<file path="src/rtl/vec_reduce_pkg.sv">
// Shared types and helpers for the vector reduce accumulator.
// Holds the packet FSM state encoding and the count-width helper.
package vec_reduce_pkg;

  typedef enum logic [1:0] {
    IDLE  = 2'd0,
    ACCUM = 2'd1,
    HOLD  = 2'd2
  } state_t;

  function automatic int count_width(input int max_len);
    return $clog2(max_len + 1);
  endfunction

endpackage

</file>
<file path="src/rtl/word_reduce.sv">
// Per-word bit reductions: AND, OR and XOR across all bits of one word.
module word_reduce #(
  parameter int WIDTH = 4
) (
  input  logic [WIDTH-1:0] word,
  output logic             w_and,
  output logic             w_or,
  output logic             w_xor
);

  assign w_and = &word;
  assign w_or  = |word;
  assign w_xor = ^word;

endmodule

</file>
<file path="src/rtl/vec_reduce_accum.sv">
// Packet-wise bit reduction accumulator with a saturating word count.
// state | meaning
// IDLE  | no packet open, waiting for the first word
// ACCUM | packet open, folding further words into the accumulators
// HOLD  | result presented, waiting for the consumer handshake
module vec_reduce_accum
  import vec_reduce_pkg::*;
#(
  parameter  int WIDTH   = 4,
  parameter  int MAX_LEN = 16,
  localparam int CW      = count_width(MAX_LEN)
) (
  input  logic             clk,
  input  logic             areset_n,
  input  logic             in_valid,
  output logic             in_ready,
  input  logic [WIDTH-1:0] in_data,
  input  logic             in_last,
  output logic             out_valid,
  input  logic             out_ready,
  output logic             out_and,
  output logic             out_or,
  output logic             out_xor,
  output logic [CW-1:0]    out_count,
  output logic             out_overflow
);

  state_t          state, state_nxt;
  logic            w_and, w_or, w_xor;
  logic            acc_and, acc_or, acc_xor, overflow;
  logic [CW-1:0]   count;
  logic            in_fire;

  word_reduce #(.WIDTH(WIDTH)) u_word_reduce (
    .word  (in_data),
    .w_and (w_and),
    .w_or  (w_or),
    .w_xor (w_xor)
  );

  // Handshake qualifiers decode only registered state, so out_ready never reaches in_ready.
  assign in_ready  = (state != HOLD);
  assign out_valid = (state == HOLD);
  assign in_fire   = in_valid && in_ready;

  always_comb begin
    state_nxt = state;
    case (state)
      IDLE:    if (in_fire) state_nxt = in_last ? HOLD : ACCUM;
      ACCUM:   if (in_fire && in_last) state_nxt = HOLD;
      HOLD:    if (out_ready) state_nxt = IDLE;
      default: state_nxt = IDLE;
    endcase
  end

  always_ff @(posedge clk or negedge areset_n) begin
    if (!areset_n) begin
      state    <= IDLE;
      acc_and  <= 1'b0;
      acc_or   <= 1'b0;
      acc_xor  <= 1'b0;
      count    <= '0;
      overflow <= 1'b0;
    end else begin
      state <= state_nxt;
      if (in_fire) begin
        if (state == IDLE) begin
          acc_and  <= w_and;
          acc_or   <= w_or;
          acc_xor  <= w_xor;
          count    <= CW'(1);
          overflow <= 1'b0;
        end else begin
          acc_and <= acc_and & w_and;
          acc_or  <= acc_or | w_or;
          acc_xor <= acc_xor ^ w_xor;
          // Count pins at MAX_LEN; the word still folds into the reductions.
          if (count == CW'(MAX_LEN)) overflow <= 1'b1;
          else                       count    <= count + CW'(1);
        end
      end
    end
  end

  // Accumulators are frozen in HOLD because in_ready is low there.
  assign out_and      = acc_and;
  assign out_or       = acc_or;
  assign out_xor      = acc_xor;
  assign out_count    = count;
  assign out_overflow = overflow;

endmodule

</file>
<file path="config.mk">
export PLATFORM = sky130hd
export DESIGN_NAME = vec_reduce_accum
export DESIGN_NICKNAME = d
export VERILOG_FILES = /design/src/rtl/vec_reduce_pkg.sv /design/src/rtl/word_reduce.sv /design/src/rtl/vec_reduce_accum.sv
export SDC_FILE = /design/constraint.sdc
export NUM_CORES = 1
export LEC_CHECK = 0
export CAP_MARGIN = 40
export CELL_PAD_IN_SITES_DETAIL_PLACEMENT = 0
export CELL_PAD_IN_SITES_GLOBAL_PLACEMENT = 1
export CORE_ASPECT_RATIO = 1.25
export CORE_UTILIZATION = 36
export DETAILED_ROUTE_END_ITERATION = 12
export GPL_TIMING_DRIVEN = 1
export HOLD_SLACK_MARGIN = 0.06
export PLACE_DENSITY_LB_ADDON = 0.1
export SLEW_MARGIN = 10
export SYNTH_ARGS = -nofsm -noshare
export SYNTH_HDL_FRONTEND = slang
export SYNTH_HIERARCHICAL = 1
export SYNTH_SLANG_ARGS = --single-unit
export TNS_END_PERCENT = 30
</file>
<file path="constraint.sdc">
create_clock -name clk -period 2.4 [get_ports clk]
set_clock_uncertainty 0.15 [all_clocks]
set_input_delay 0.48 -clock clk [delete_from_list [all_inputs] [get_ports clk]]
set_output_delay 0.48 -clock clk [all_outputs]
set_load 0.01 [all_outputs]
</file>
After elaboration in Yosys (flattened, before gate mapping)

Index checks and enable logic that the tools add are counted.

Add/subtract/negate cells: 1
$mul: 0
Divide/modulo/power cells: 0
Order comparisons: 0
Equality and inequality tests: 8
Shift-type cells: 0
Mux-type cells: 12
Bitwise gates (word level): 3
Reductions and logical operators: 10

Operators with widths:

| operator                                      | number |
|---|---|
| 2-to-1 mux 5 bit                              | 2 |
| 2-to-1 mux 2 bit                              | 4 |
| != test 2 bit, second input constant          | 4 |
| one-hot mux 2 bit (3 select lines)            | 1 |
| adder 5 x 1 -> 5 bit, second input constant   | 1 |
| == test 5 bit, second input constant          | 1 |
| 2-to-1 mux 1 bit                              | 5 |
| AND reduction 2 bit                           | 2 |
| AND reduction 4 bit                           | 1 |
| OR reduction 4 bit                            | 1 |
| parity 4 bit                                  | 1 |
| AND reduction 3 bit                           | 1 |
| == test 2 x 1 -> 1 bit, second input constant | 1 |
| == test 2 bit, second input constant          | 1 |
| logical AND 1 bit                             | 2 |
| zero test 2 bit                               | 1 |
| != test 2 x 1 -> 1 bit, second input constant | 1 |
| nonzero test 2 bit                            | 1 |
| AND 1 bit                                     | 1 |
| OR 1 bit                                      | 1 |
| bitwise XOR 1 bit                             | 1 |

Register bits: 11
Bits in latches: 0
Bits in writable memories: 0
ROM bits: 0
Input bits: 9
Memories: 0

Longest topological paths before layout

Gate-level depths: netlist (run 1).

Word-level depth: 5
Gate-level depth with buffers: 6
Gate-level depth less buffers: 5

Modules after synthesis

Netlist (run 1), hierarchy kept.

Modules (own cells, without submodules):

| module           | times used | cells an instance | area each (µm²) | sequential area each (µm²) |
|---|---|---|---|---|
| vec_reduce_accum | 1          | 63                | 603.1           | 275.3 |
| word_reduce      | 1          | 11                | 83.8            | 0.0 |

Worst setup path after synthesis (run 1)

Ideal clock, no wire load.

Path kind: input-to-reg
From: in in_data[0]
To: reg acc_xor (netlist: out_xor)
Data arrival time: 1.337 ns
Setup slack: 0.820 ns
Stages on the path: 5
Cells stage by stage: inv_1 ha_1 xor2_1 and4_1 a211oi_1

Cells in the longest elaborated chain, start to end: 3

Ends and longest elaborated chain:

| what                 | RTL line               | text |
|---|---|---|
| start, declared      | vec_reduce_accum.sv:17 | `input logic [WIDTH-1:0] in_data,` |
| parity 4 bit (*)     | word_reduce.sv:13      | `assign w_xor = ^word;` |
| via w_xor            | vec_reduce_accum.sv:29 | `logic w_and, w_or, w_xor;` |
| bitwise XOR 1 bit    | vec_reduce_accum.sv:76 | `acc_xor <= acc_xor ^ w_xor;` |
| 2-to-1 mux 1 bit (*) | vec_reduce_accum.sv:67 | `if (state == IDLE) begin` |
| end signal, assigned | vec_reduce_accum.sv:70 | `acc_xor <= w_xor;` |
| end signal, assigned | vec_reduce_accum.sv:76 |  |
| end, declared        | vec_reduce_accum.sv:30 | `logic acc_and, acc_or, acc_xor, overflow;` |

Mark *: on every way through the listed nets, which the timed path passes. The rest lies on a longest branch.
A chain may end at the register's enable or synchronous reset.

Final worst setup path (run 1)

From: reg state[0]
To: out out_valid

Cells in the longest elaborated chain, start to end: 1

Ends and longest elaborated chain:

| what                   | RTL line               | text |
|---|---|---|
| start, declared        | vec_reduce_accum.sv:28 | `state_t state, state_nxt;` |
| start signal, assigned | vec_reduce_accum.sv:65 | `state <= state_nxt;` |
| == test 2 bit          | vec_reduce_accum.sv:43 | `assign out_valid = (state == HOLD);` |
| end, declared          | vec_reduce_accum.sv:19 | `output logic out_valid,` |

Every way passes these cells.

==> results of run 1 <==
worst max-delay path: cells and delay by family (launching register included):
family / cells / cell delay (ns)
buffers and inverters: 2 / 0.61
and+or+nand+nor: 1 / 0.20
DFF: 1 / 0.37
state kept, by name (all words and copies together), names as in the netlist:
signal        cells
out_and           1
out_count         5
out_or            1
out_overflow      1
out_xor           1
state             2
power by group:
part	internal [mW]	leakage, nW	total [mW]	switching (mW)
registers	0.228	0.138	0.283	0.0544
logic	0.163	0.289	0.276	0.113
clock network	0.0642	0.0150	0.128	0.0639
routing by layer:
metal  part of all wire  global-route usage
met5                  0                   0
met2               0.50              0.2813
met4             0.0081             0.06667
met3              0.046             0.04783
met1               0.44              0.2017
cell type report:
class                   instances  area, sq um
flip-flops and latches         11        275.3
clock buffers                   4        26.28
well taps                      19        23.77
fillers                       186        847.1
repair buffers                 23        220.2
inverters                      11        41.29
multi-input cells              49        352.8
cells by family after synthesis:
logic type               share of synthesized area
multiplexers                               0.06011
AO/OA/AOI/OAI                               0.1767
AND/OR/NAND/NOR                             0.1548
XOR/XNOR                                   0.01275
buffers and inverters                      0.08560
flip-flops                                  0.4007
adder cells (fa/ha/maj)                     0.1093
layout by cell type, fill, tap and decap left out, types with 2 or more instances in the layout:
master	count
nand3_1	2
mux2i_1	3
a22o_1	3
dfrtp_1	11
nand2b_1	2
o22ai_1	4
a21oi_1	5
nand2_1	5
o21ai_0	3
clkdlybuf4s50_1	19
clkbuf_4	3
inv_1	11
ha_1	6
and2_1	2
nor2_1	3
buf_4	4
how the worst max path moves through the flow:
stage,startpoint,to,cells past startpoint
2_1_floorplan,in_data[0],out_xor,5
3_3_place_gp,in_data[0],out_xor,6
3_5_place_dp,in_data[2],out_xor,6
4_1_cts,state[0],out_valid,3
5_1_grt,state[1],out_valid,3
6_report,state[0],out_valid,3
metrics by stage:
stage / hold WS, ns / utilization / std cells
final: 0.3683 / 0.5259 / 117
after CTS: 0.3715 / 0.5259 / 117
after global routing: 0.4069 / 0.5259 / 117
after detailed placement: 0.3623 / 0.5112 / 113
after floorplan: 0.03441 / - / 74
after global placement: 0.3559 / 0.5112 / 113
==> results.yml, run 1 <==
outcome:
  status: "finished, final reports clean"
placement:
  gp_congestion: 0.6633
  dp_hpwl_um: 1143
  place.port_buffers: 19
  dpl_cell_area_sq_um: 913.4
  pre_cts_ws_ns: 0.2436
setup_path:
  r2r-end: "out_count[0]"
  crit_path_top_delay_cell: "clkdlybuf4s50_1"
  path_class: "flop to output pin"
  cpPeakStageDelay_ns: 0.53
  required_ns: 1.77
  crit_fanout: 4
  reg2reg_slack_ns: 0.66
  worstReg2RegStart: "out_count[0]"
  rr_worst_depth: 6
  critPathLaunchType: "flop"
  arrival_ns: 1.44
  crit_path_end_kind: "output pin"
  path_cells: "nand2b_1 > inv_1 > clkdlybuf4s50_1"
synthesis:
  synth.distinct_cells: 27
  syn_area_per_cell_sq_um: 9.283
  synth_fp_nets: 89
  yosys.area.top_type: "dfrtp_1"
  synth_warnings: 6
  yosys-top-cells-area: "dfrtp_1 40%, ha_1 11%, inv_1 6.0%, mux2i_1 4.4%, a22o_1 3.8%"
  synth-edff-count: 0
  netlist_instances: 74
  ys_ff_latch: 11
  synth.top_cell.area_share: 0.4007
  yosys-top-cells-count: "11 x dfrtp_1, 11 x inv_1, 6 x ha_1"
  netlist_area_sq_um: 686.9
  ys_seq_area_frac: 0.4007
  synth_flop_cell: "dfrtp_1"
  ys_async_sr_fraction: 1.000
sta:
  fin_crit_sh: 0.8630
  timing_hold_violations_final: 0
  finalWorstSetupSlack_ns: 0.3288
  final_max_slew_viol_count: 0
  rsz0062_at_grt: "no"
  setup_viol: 0
  fmax_ghz: 0.4828
  slew_headroom: 0.6387
  tightestPinTransition_ns: 0.5403
  finalCriticalPeriod_ns: 2.071
  finalSetupTns_ns: 0
cts:
  cts_made_buffers: 3
  clock_latency_ns: 0.26
  post_cts.repair.setup_buffers: 0
  cts_resized: 0
  htreeDepth: 1
  cts_tree: "yes"
  clk_path_buf_depth: 2
  cts_root_buf: "clkbuf_4"
  cts.sinks: 11
  clk_pin_slew_worst_paths_ns: 0.07
  hold_buffers: 0
worst_hold_path:
  min_path_cells: 1
  min_from: "state[1]"
  holdPathEnd: "state[0]"
  hold_path.class: "flop to flop"
route:
  drc: 0
  dr.pass1.iters: 4
  drtAntennaViolNets: 0
  wirelength_um: 1479
  drt_iter0_markers: 8
  vias: 598
  drt-wirelength-per-cell_um: 12.64
  viasPerCell: 5.111
die:
  ioPinCount: 20
  die-area_sq_mm: 0.002088
  start_util: 0.3845
  die_w_um: 41.07
  die_height_um: 50.84
  fp-row-count: 17
  core_region_area_sq_mm: 0.001787
layout:
  syn2layout_area_growth_pct: 36.79
  drive_gt1_frac: 0.09184
  fin_nets: 114
  design_area_sq_um: 939.7
  antenna_cells: 0
global_routing:
  grt_max_degree: 12
  antenna_found_initial: 0
  grt.total_usage: 0.1722
  grt_pass1_wl_um: 2421
  first_global_vias: 603
  grt_remaining_overflow: 0
flow_run:
  cap_viol_max_count: 0
pwr:
  vdd_drop_max_mv: 0.2694
  p_leak_nw: 0.4420
  power.density_mw_per_mm2: 731.6
  fin_total_pwr_mw: 0.6875
Power figures use the tool's default switching activity.
==> run 2, diff against run 1 <==
Settings changed: CTS_BUF_LIST set to sky130_fd_sc_hd__clkbuf_4 sky130_fd_sc_hd__clkbuf_8 sky130_fd_sc_hd__clkbuf_16, RECOVER_POWER set to 100.
==> results.yml, run 2 (synthesized netlist as in run 1, its figures left out) <==
setup_path:
  crit_path_top_delay_cell: "dlygate4sd3_1"
  crit_fanout: 6
  critPathLaunchType: "flop"
  startpoint: "state[1]"
  crit_path_end_kind: "output pin"
  r2r-end: "out_count[2]"
  rr_worst_depth: 6
  path_cells: "nand2b_1 > inv_1 > dlygate4sd3_1"
  reg2reg_slack_ns: 0.60
  arrival_ns: 1.49
  path_class: "flop to output pin"
  cpPeakStageDelay_ns: 0.59
  required_ns: 1.77
  worstReg2RegStart: "out_count[0]"
layout:
  multi_input_area_sq_um: 352.8
  largest_reg_flops: 5
  regArea_sq_um: 275.3
  fill_cells: 189
  antenna_cells: 0
  syn2layout_area_growth_pct: 36.25
  drive_gt1_frac: 0.08163
  layout_common_cells: "14 x dlygate4sd3_1, 11 x inv_1, 11 x dfrtp_1, 6 x ha_1"
  final_common_cell: "dlygate4sd3_1"
  fin_nets: 114
worst_hold_path:
  min_path_cells: 1
  min_from: "state[1]"
  hold_path.class: "flop to flop"
  holdPathEnd: "state[0]"
pwr:
  vdd_drop_max_mv: 0.3776
  power.density_mw_per_mm2: 727.3
  p_leak_nw: 0.4527
  fin_total_pwr_mw: 0.6807
outcome:
  status: "finished, final reports clean"
route:
  drt-wirelength-per-cell_um: 12.52
  vias: 608
  drt_iter0_markers: 4
  dr.pass1.iters: 2
  drc: 0
  wirelength_um: 1465
  drtAntennaViolNets: 0
  viasPerCell: 5.197
cts:
  cts_resized: 0
  clk_path_buf_depth: 2
  cts_made_buffers: 3
  hold_buffers: 0
  cts_root_buf: "clkbuf_4"
  clk_pin_slew_worst_paths_ns: 0.07
  cts_tree: "yes"
  clock_latency_ns: 0.27
  cts.sinks: 11
  post_cts.repair.setup_buffers: 0
  htreeDepth: 1
placement:
  gp_congestion: 0.6633
  dp_hpwl_um: 1143
  place.port_buffers: 19
sta:
  setup_viol: 0
  whs_ns: 0.3664
  finalCriticalPeriod_ns: 2.124
  fin_crit_sh: 0.8851
  slew_headroom: 0.6356
  timing_hold_violations_final: 0
  finalSetupTns_ns: 0
  tightestPinTransition_ns: 0.5449
  final_max_slew_viol_count: 0
  fmax_ghz: 0.4707
  rsz0062_at_grt: "no"
global_routing:
  grt_remaining_overflow: 0
  grt_max_degree: 12
  first_global_vias: 603
  grt_pass1_wl_um: 2428
  grt.total_usage: 0.1747
  antenna_found_initial: 0
die:
  fp-row-count: 17
  core_region_area_sq_mm: 0.001787
  start_util: 0.3845
  die_w_um: 41.07
  ioPinCount: 20
  die_height_um: 50.84
  die-area_sq_mm: 0.002088
flow_run:
  cap_viol_max_count: 0
==> run 2: per-stage QoR <==
step,setup slack [ns],instances,util,cell area [sq um]
2_1_floorplan,0.8195,74,-,686.9
3_3_place_gp,0.2939,113,0.5112,913.4
3_5_place_dp,0.2436,113,0.5112,913.4
4_1_cts,0.3235,117,0.5280,943.4
5_1_grt,0.1743,117,0.5238,935.9
6_report,0.2757,117,0.5238,935.9
==> run 2: how the worst max path moves through the flow <==
stage	endpoint	slack, ns
after floorplan	out_xor	0.82
after global placement	out_xor	0.29
after detailed placement	out_xor	0.24
after CTS	out_valid	0.32
after global routing	out_valid	0.17
final	out_valid	0.28
==> run 2: area by class of cell <==
type	count	area share
multi-input cells	49	0.3770
flip-flops and latches	11	0.2941
repair buffers	23	0.2273
inverters	11	0.04412
clock buffers	4	0.03209
well taps	19	0.02540
==> run 2: power by group <==
part	switching [mW]	internal (mW)	total, mW
registers	0.0523	0.228	0.281
clock network	0.0667	0.0756	0.142
logic	0.113	0.145	0.258
total	0.232	0.449	0.681
==> run 2: worst max-delay path: cells and delay by family, from the launching register on <==
family | cells | cell delay (ns)
buf+inv | 2 | 0.64
simple gates | 1 | 0.16
flops | 1 | 0.43
==> run 2: metal layers <==
layer	up-vias	wire length, um	GRT usage
li1	300	-	-
met1	291	665	0.2017
met2	15	720	0.2813
met3	2	67	0.04783
met4	0	12	0.08333
met5	-	0	0
==> RTL change (settings of run 1) <==
The 3 states of `state_t` get a one-hot encoding in 3 bits.
--- a/src/rtl/vec_reduce_pkg.sv
+++ b/src/rtl/vec_reduce_pkg.sv
@@ -4,6 +4,6 @@
 
-  typedef enum logic [1:0] {
-    IDLE  = 2'd0,
-    ACCUM = 2'd1,
-    HOLD  = 2'd2
+  typedef enum logic [2:0] {
+    IDLE  = 3'b001,
+    ACCUM = 3'b010,
+    HOLD  = 3'b100
   } state_t;
Check against the original RTL: no difference found for any inputs over 10 cycles, from zero or initial values and one cycle with areset_n low; not proved beyond that.
==> RTL change against run 1 <==
  * Design area up 5.1%
  * Sequential cell count rose by 1
  * Clock power is 25% higher
  * Worst setup slack lost 150 ps
  * Power grew 30%
  * Synthesized area increased by 5.5%
  * Routed wire length up 3.9%
  * Utilization increased by 1.4 points
  * Global-route usage hardly changed
  * Sequential power increased by 18%
  * Hold slack worse by 13 ps
  * Critical path type unchanged
  * Highest routed layer unchanged
==> RTL change: results (changes against run 1) <==
metric;value;unit;change
status;finished clean;;
Slew headroom;63.24;%;-0.63 points
drt pass-1 iters;4;;unchanged
Worst Path Arrival;1590;ps;+150 ps
first-pass GRT wire length;2.766;mm;+14%
HP Class;flop to flop;;
routed len/inst;13.25;um;+4.8%
largest cells by area after synthesis;dfrtp_1 38%, ha_1 10%, dfstp_2 3.6%;;
Syn Nets;88;;-1.1%
vias in the first global route;630;;+4.5%
GRT Util Overall;17.21;%;about the same
number of DRC markers in iteration 0;20;;+12
detailed-route via count;620;;+3.7%
Main synth FF type;dfrtp_1;;
Commonest cells post-synth;11 x dfrtp_1, 7 x inv_1, 6 x ha_1, 6 x nand2_1, 6 x nor2_1;;
fill count;169;;-9.1%
clock tree buffer depth;2;;unchanged
total CTS buffers;3;;unchanged
mean area per synthesized cell;9.924;um^2;+6.9%
Max VDD drop;0.0004546;V;+69%
post-synthesis cell type count;35;;+30%
Seq/Total Area, Yosys;41.62;%;+1.6 points
dpl hpwl;1.146;mm;+0.24%
Crit path max-delay family;buffers and inverters;;
Critical Path Fanout Max;7;;+3
largest net degree at the start of global routing;13;;+1
I/O Buffers;19;;unchanged
Leak;0.4553;nW;+3.0%
final non-filler cell total;116;;-0.85%
GPL Wtd Cong;0.7303;;+10%
layout cells sized above 1;10.31;%;+1.1 points
CP peak stage delay;490;ps;-40 ps
Placed Cells incl. Taps;110;;-2.7%
RTL change: path summary, 6_finish.rpt:
kind / startpoint / to / slack (ps) / cells past startpoint
worst max-delay path: state[0] / in_ready / 180 / 2
worst min-delay path: out_or / out_or / 360 / 1
worst max register to register: out_count[0] / out_count[0] / 660 / 5
worst min register to register: out_or / out_or / 360 / 1
max in group asynchronous: areset_n / state[0] / 1310 / 1
min in group asynchronous: areset_n / out_count[2] / 410 / 1
RTL change: what timing repair did:
item                                    4_1_cts  5_1_grt
hold buffers                                  0        0
gates cloned                                  0        0
resized for setup                             1        1
buffers inserted                              2        0
endpoints found under the setup margin        1        1
RTL change: per-layer routing:
metal	GRT usage (%)	part of all wire, %	wire length, um	vias up
li1	-	-	-	312
met1	23.30	49	749	287
met2	24.48	45	699	19
met3	3.125	5.1	78	2
met4	12.50	0.65	10	0
met5	0	0	0	-
RTL change: cells by family after synthesis:
logic type,Yosys count,share of synthesized area (%)
flip-flops,12,41.62
adder cells (fa/ha/maj),6,10.36
AND/OR/NAND/NOR,28,22.28
XOR/XNOR,3,3.628
AO/OA/AOI/OAI,12,12.78
buffers and inverters,10,6.564
multiplexers,2,2.763
RTL change: stage by stage:
step	power [W]	cell area (um^2)	setup WS, ps
after floorplan	0.0005505	724.4	691.8
after global placement	0.0007138	930.9	201.5
after detailed placement	0.0007167	930.9	203.0
after CTS	0.0009022	984.7	26.92
after global routing	0.0009658	987.2	122.9
final	0.0008915	987.2	177.5
RTL change: area by class of cell:
cell class	instances	area (um^2)	share of cell area, %
Tap cell	19	23.77	2.408
Sequential cell	12	301.5	30.54
Clock buffer	4	36.28	3.676
Multi-Input combinational cell	51	377.9	38.28
Inverter	8	32.53	3.295
Timing Repair Buffer	22	215.2	21.80
RTL change: power breakdown:
part           leakage (nW)  switching [W]  internal, W
clock                0.0210      0.0000676    0.0000921
combinational         0.283       0.000183     0.000215
sequential            0.151      0.0000616     0.000272
